### src/rtl/muntjac_pkg.sv
// Data-cache host/cache channel types shared by the cache arbiter and its bench.
package muntjac_pkg;

  typedef enum logic [2:0] {
    OP_LOAD  = 3'd0,
    OP_STORE = 3'd1,
    OP_LR    = 3'd2,
    OP_SC    = 3'd3,
    OP_AMO   = 3'd4
  } mem_op_e;

  typedef enum logic [3:0] {
    EXC_NONE              = 4'd0,
    EXC_LOAD_ACCESS_FAULT = 4'd5,
    EXC_STORE_FAULT       = 4'd7,
    EXC_LOAD_PAGE_FAULT   = 4'd13,
    EXC_STORE_PAGE_FAULT  = 4'd15
  } exc_cause_e;

  typedef struct packed {
    exc_cause_e  cause;
    logic [63:0] tval;
  } exception_t;

  typedef struct packed {
    logic        req_valid;
    mem_op_e     req_op;
    logic [63:0] req_address;
    logic [1:0]  req_size;
    logic [63:0] req_value;
    logic [7:0]  req_mask;
    logic        notif_valid;
    logic        notif_reason;
  } dcache_h2d_t;

  typedef struct packed {
    logic        req_ready;
    logic        resp_valid;
    logic [63:0] resp_value;
    logic        ex_valid;
    exception_t  ex_exception;
    logic        notif_ready;
  } dcache_d2h_t;

  typedef enum logic {
    IDLE = 1'b0,
    WAIT = 1'b1
  } dcache_arb_state_e;

endpackage

### src/rtl/dcache_arb_rr.sv
// Combinational 2-way round-robin picker; ptr names the requester preferred this cycle.
module dcache_arb_rr (
  input  logic [1:0] valid_i,
  input  logic       ptr_i,
  output logic       gnt_idx_o,
  output logic       gnt_valid_o
);

  assign gnt_idx_o   = valid_i[ptr_i] ? ptr_i : ~ptr_i;
  assign gnt_valid_o = |valid_i;

endmodule

### src/rtl/dcache_arbiter.sv
// Two-host arbiter in front of one data-cache port; one request outstanding at a time.
// Define DCACHE_ARB_ASSERT_EN for protocol assertions and sticky error flags.
module dcache_arbiter
  import muntjac_pkg::*;
#(
  parameter int NumReq = 2
) (
  input  logic               clk_i,
  input  logic               rst_i,
  input  dcache_h2d_t [1:0]  req_h2d_i,
  output dcache_d2h_t [1:0]  req_d2h_o,
  output dcache_h2d_t        dcache_h2d_o,
  input  dcache_d2h_t        dcache_d2h_i,
  output logic               owner_o,
  output logic               busy_o
);

  if (NumReq != 2) begin : g_bad_numreq
    $fatal(1, "dcache_arbiter supports exactly two requesters");
  end

  dcache_arb_state_e state_q, state_d;
  logic owner_q, owner_d;
  logic rr_ptr_q, rr_ptr_d;
  logic notif_owner_q, notif_owner_d;
  logic notif_lock_q, notif_lock_d;

  logic gnt_idx, gnt_valid;
  logic completion, arb_open, req_fire, notif_sel;

  dcache_arb_rr u_rr (
    .valid_i     ({req_h2d_i[1].req_valid, req_h2d_i[0].req_valid}),
    .ptr_i       (rr_ptr_q),
    .gnt_idx_o   (gnt_idx),
    .gnt_valid_o (gnt_valid)
  );

  // The completion cycle re-opens arbitration so requests run back-to-back.
  assign completion = dcache_d2h_i.resp_valid | dcache_d2h_i.ex_valid;
  assign arb_open   = (state_q == IDLE) | completion;
  assign req_fire   = arb_open & gnt_valid & dcache_d2h_i.req_ready;
  assign notif_sel  = notif_lock_q ? notif_owner_q : ~req_h2d_i[0].notif_valid;

  always_comb begin
    // NOTE: every variable gets a default first so no path leaves it unassigned (no latches).
    state_d       = state_q;
    owner_d       = owner_q;
    rr_ptr_d      = rr_ptr_q;
    notif_owner_d = notif_sel;
    notif_lock_d  = req_h2d_i[notif_sel].notif_valid & ~dcache_d2h_i.notif_ready;
    if (req_fire) begin
      state_d  = WAIT;
      owner_d  = gnt_idx;
      rr_ptr_d = ~gnt_idx;
    end else if (state_q == WAIT && completion) begin
      state_d = IDLE;
    end
  end

  // NOTE: sequential state uses non-blocking assignments; reset is synchronous to clk_i.
  always_ff @(posedge clk_i) begin
    if (rst_i) begin
      state_q       <= IDLE;
      owner_q       <= 1'b0;
      rr_ptr_q      <= 1'b0;
      notif_owner_q <= 1'b0;
      notif_lock_q  <= 1'b0;
    end else begin
      state_q       <= state_d;
      owner_q       <= owner_d;
      rr_ptr_q      <= rr_ptr_d;
      notif_owner_q <= notif_owner_d;
      notif_lock_q  <= notif_lock_d;
    end
  end

  always_comb begin
    dcache_h2d_o              = req_h2d_i[gnt_idx];
    dcache_h2d_o.req_valid    = arb_open & gnt_valid;
    dcache_h2d_o.notif_valid  = req_h2d_i[notif_sel].notif_valid;
    dcache_h2d_o.notif_reason = req_h2d_i[notif_sel].notif_reason;
  end

  // Completions reach only the owner, and only while a request is outstanding.
  always_comb begin
    for (int i = 0; i < 2; i++) begin
      req_d2h_o[i]             = '0;
      req_d2h_o[i].req_ready   = arb_open & gnt_valid & (gnt_idx == 1'(i)) & dcache_d2h_i.req_ready;
      req_d2h_o[i].notif_ready = (notif_sel == 1'(i)) & dcache_d2h_i.notif_ready;
      if (state_q == WAIT && owner_q == 1'(i)) begin
        req_d2h_o[i].resp_valid   = dcache_d2h_i.resp_valid;
        req_d2h_o[i].resp_value   = dcache_d2h_i.resp_value;
        req_d2h_o[i].ex_valid     = dcache_d2h_i.ex_valid;
        req_d2h_o[i].ex_exception = dcache_d2h_i.ex_exception;
      end
    end
  end

  assign busy_o  = (state_q == WAIT);
  assign owner_o = owner_q;

`ifdef DCACHE_ARB_ASSERT_EN
  logic [3:0] err_q;
  logic [3:0] err_now;

  assign err_now = {
    dcache_h2d_o.req_valid & (state_q == WAIT) & ~completion,
    notif_lock_q & ~req_h2d_i[notif_owner_q].notif_valid,
    dcache_d2h_i.resp_valid & dcache_d2h_i.ex_valid,
    completion & (state_q == IDLE)
  };

  always_ff @(posedge clk_i) begin
    if (rst_i) err_q <= '0;
    else       err_q <= err_q | err_now;
  end

  a_spurious_completion: assert property (@(posedge clk_i) disable iff (rst_i) !err_now[0]);
  a_resp_and_ex:         assert property (@(posedge clk_i) disable iff (rst_i) !err_now[1]);
  a_notif_dropped:       assert property (@(posedge clk_i) disable iff (rst_i) !err_now[2]);
  a_req_while_wait:      assert property (@(posedge clk_i) disable iff (rst_i) !err_now[3]);
`endif

endmodule

### config.mk
export PLATFORM = sky130hd
export DESIGN_NAME = dcache_arbiter
export DESIGN_NICKNAME = d
export VERILOG_FILES = /design/src/rtl/muntjac_pkg.sv /design/src/rtl/dcache_arb_rr.sv /design/src/rtl/dcache_arbiter.sv
export SDC_FILE = /design/constraint.sdc
export NUM_CORES = 1
export LEC_CHECK = 0
export CAP_MARGIN = 20
export CORE_AREA = 2 2 331 333
export CTS_BUF_LIST = sky130_fd_sc_hd__clkbuf_4 sky130_fd_sc_hd__clkbuf_8 sky130_fd_sc_hd__clkbuf_16
export CTS_CLUSTER_DIAMETER = 50
export DETAILED_ROUTE_END_ITERATION = 7
export DIE_AREA = 0 0 333 335
export DONT_BUFFER_PORTS = 1
export GPL_TIMING_DRIVEN = 0
export PLACE_DENSITY_LB_ADDON = 0.3
export SLEW_MARGIN = 0
export SYNTH_ARGS = -nofsm -noshare
export SYNTH_HDL_FRONTEND = slang
export SYNTH_HIERARCHICAL = 1
export SYNTH_SLANG_ARGS = --single-unit
### constraint.sdc
create_clock -name clk_i -period 6 [get_ports clk_i]
set_input_delay 1.5 -clock clk_i [delete_from_list [all_inputs] [get_ports clk_i]]
set_output_delay 1.5 -clock clk_i [all_outputs]
set_load 0.05 [all_outputs]
==> results.md, run 1 <==
- Outcome: finished clean
- Tcrit/Tclk final: 82.5%
- IO Count: 844
- Clock skew: 0.207 ps
- Flop and latch count out of synthesis: 5
- Crit Path Class: primary input to primary output
- Clk slew on worst S/H paths: 30 ps
- CP Launch Type: primary input
- Max frequency: 202 MHz
- PD cells: 210 nW/um^2
- Final Critical Period: 4950 ps
- Distinct cell type count after synthesis: 24
- Cell Rows: 121
- Clk sinks: 5
- Die span in x: 333 um
- Bufs on Longest Clock Path: 2
- Largest net degree at the start of global routing: 11
- Min Hold Slack: 564 ps
- CP Capture Type: primary output
- Max-slew violations: 0
- Grt ovf: 0
- Number of fill cells in the layout: 12781
- Netlist Area Pre-Place: 3800 um^2
- DIE AREA: 112000 um^2
- CP max stage delay: 620 ps
- P&R area growth vs syn: 52.4%
- DRT iter0 DRCs: 317
- Post-route ant nets: 0
- Vias: 4908
- Hold buffer count at cts: 0
- Cts repair resizes: 0
- Worst Max-Slew Pin Slew: 993 ps
- Max Cap Viol: 0
- Cells after Synth: 503
- H-tree depth: 1
- Sequential area share after synthesis: 2.63%
- Final wirelength: 66200 um
- CP cell instances: o21ai_0 > buf_2 > buf_2 > buf_2 > mux2_2
- Maximum VDD drop: 94.6 uV
- Fraction of layout cells with a size suffix above 1: 35.0%
- Max_slew headroom: 33.6%
- Dpl hpwl: 61900 um
- CP most frequent cell: buf_2
- Antenna violations before repair: 66
- Clock root buffer: clkbuf_16
- CP Max Fanout: 10
- Pre-antenna DRT Iters: 5
- Hold Path Class: register to register
- DRC violations left: 0
- Worst-Skew Late Latency: 230 ps
- Final Hold Viols: 0
- Post-CTS setup buffers: 0
- Dpl cells: 1919
- Die Y: 335 um
- IO Port Bufs: 0
- Mean Syn Cell Area: 7.55 um^2
- WP data required: 4500 ps
- Initial core utilization: 3.52%
- Final GP Congestion: 0.983
- Post-DR vias/cell: 2.50
- CORE AREA: 108000 um^2
- First-pass GRT wire length: 73400 um
- Worst endpoint data arrival time: 3450 ps
- Crit path max-delay cell type: mux2_2
- CTS Buf Count: 3
- CTS tree: yes
- Vias in the first global route: 4250
- WP buf/inv: 3
- RSZ-0062 raised after global routing: false
- Ys Warns: 6
- Syn_nets: 929
- Finished Layout Cells: 1965
- Setup TNS: 0 ps
- Crit path max-delay family: buffers and inverters
- LEAKAGE: 0.00207 uW
- Total track usage: 10.9%
- Wirelength per Cell: 33.7 um
- Final setup viols: 0
- Final #Nets: 936
registers in the layout, indices dropped and copies added (netlist names):
register       cells
busy_o             1
notif_lock_q       1
notif_owner_q      1
owner_o            1
rr_ptr_q           1
cell usage after synthesis, drive strengths merged:
library cell | n | area (um^2)
a21oi | 2 | 10.0
a31oi | 2 | 12.5
and2 | 136 | 851
and3 | 134 | 838
and4 | 1 | 11.3
buf | 20 | 109
clkbuf | 41 | 160
dfxtp | 5 | 100
inv | 3 | 11.3
mux2 | 142 | 1600
nand2 | 2 | 7.51
nand2b | 1 | 6.26
nand3 | 1 | 5.00
nor2 | 5 | 18.8
nor2b | 1 | 6.26
nor3 | 1 | 10.0
nor4 | 1 | 6.26
o21ai | 2 | 10.0
o21ba | 1 | 10.0
or2 | 1 | 6.26
or3b | 1 | 11.3
report_power, final:
group          leakage [uW]  total, uW  internal (uW)  switching, uW
clock             0.0000418        116           92.7           23.5
sequential        0.0000414       41.3           35.8           5.44
combinational       0.00198       1060            159            900
metal layers:
metal,global-route usage [%],part of all wire [%],vias to the layer above
met5,0,0.051,-
met2,17.2,44,649
li1,-,-,1813
met3,6.74,17,79
met1,12.7,37,2361
met4,1.80,2.1,6
area by class of cell:
type | instances | area (um^2) | share of cell area (%)
Timing Repair Buffer | 2 | 30.0 | 0.519
Antenna cell | 42 | 105 | 1.82
Multi-Input combinational cell | 434 | 3420 | 59.1
Tap cell | 1414 | 1770 | 30.6
Sequential cell | 5 | 100 | 1.73
Inverter | 3 | 11.3 | 0.195
Clock buffer | 4 | 82.6 | 1.43
Buffer | 61 | 272 | 4.69
through the flow:
step | setup WS [ps] | cell area (um^2) | power (uW) | util [%]
2_1_floorplan | 1760 | 3800 | 840 | -
3_3_place_gp | 564 | 5570 | 1130 | 5.15
3_5_place_dp | 894 | 5600 | 1130 | 5.18
4_1_cts | 891 | 5680 | 1250 | 5.26
5_1_grt | 876 | 5720 | 1270 | 5.30
6_report | 1050 | 5790 | 1220 | 5.36
worst paths after layout:
| path | start | to | slack (ps) | depth (start not counted) |
|---|---|---|---|---|
| hold / removal | rr_ptr_q$_SDFFE_PP0P_ | rr_ptr_q$_SDFFE_PP0P_ | 560 | 2 |
| setup / recovery | req_h2d_i[143] | dcache_h2d_o[140] | 1050 | 5 |
| setup reg to reg | owner_o$_SDFFE_PP0P_ | owner_o$_SDFFE_PP0P_ | 3650 | 5 |
| hold reg to reg | rr_ptr_q$_SDFFE_PP0P_ | rr_ptr_q$_SDFFE_PP0P_ | 560 | 2 |
cells by family (layout without fill, tap and decap cells):
| logic type | count (synthesis) | count (layout) | synth area share (%) |
|---|---|---|---|
| AOI/OAI and AO/OA | 7 | 7 | 1.12 |
| DFF | 5 | 5 | 2.63 |
| muxes | 142 | 142 | 42.1 |
| other | 0 | 42 | 0 |
| and+or+nand+nor | 285 | 285 | 46.8 |
| buffers and inverters | 64 | 70 | 7.38 |
tightest hold or removal path: cells and delay by family, from the launching register on:
family	cells	cell delay, ps
AOI/OAI and AO/OA	1	70
DFF	1	370
and+or+nand+nor	1	90
cells in the final DEF, fill, tap and decap left out, types with 3 or more instances in the layout:
cell and instances:
dfxtp_1 5, and3_1 134, nor2_1 5, inv_1 3
diode_2 42, mux2_2 142, and2_1 136, buf_2 18
clkbuf_16 3, clkbuf_1 34, clkbuf_2 7
Note: power is estimated with default switching activity, not from simulation.
==> run 2, diff against run 1 <==
- clock period: 6 -> 5.1 ns (I/O delays scaled with it)
==> results of run 2 <==
Same layout as run 1 (identical final DEF). Status: finished clean.
Among the figures that moved: setup slack after placement 894 ps -> 444 ps; setup slack after layout 1050 ps -> 465 ps; start point of the critical path req_h2d_i[143] -> busy_o$_SDFFE_PP0P_; end point of the critical path dcache_h2d_o[140] -> req_d2h_o[71]; register-to-register setup slack 3650 ps -> 2750 ps; total power 1220 uW -> 1430 uW; worst IR drop on VDD 94.6 uV -> 111 uV
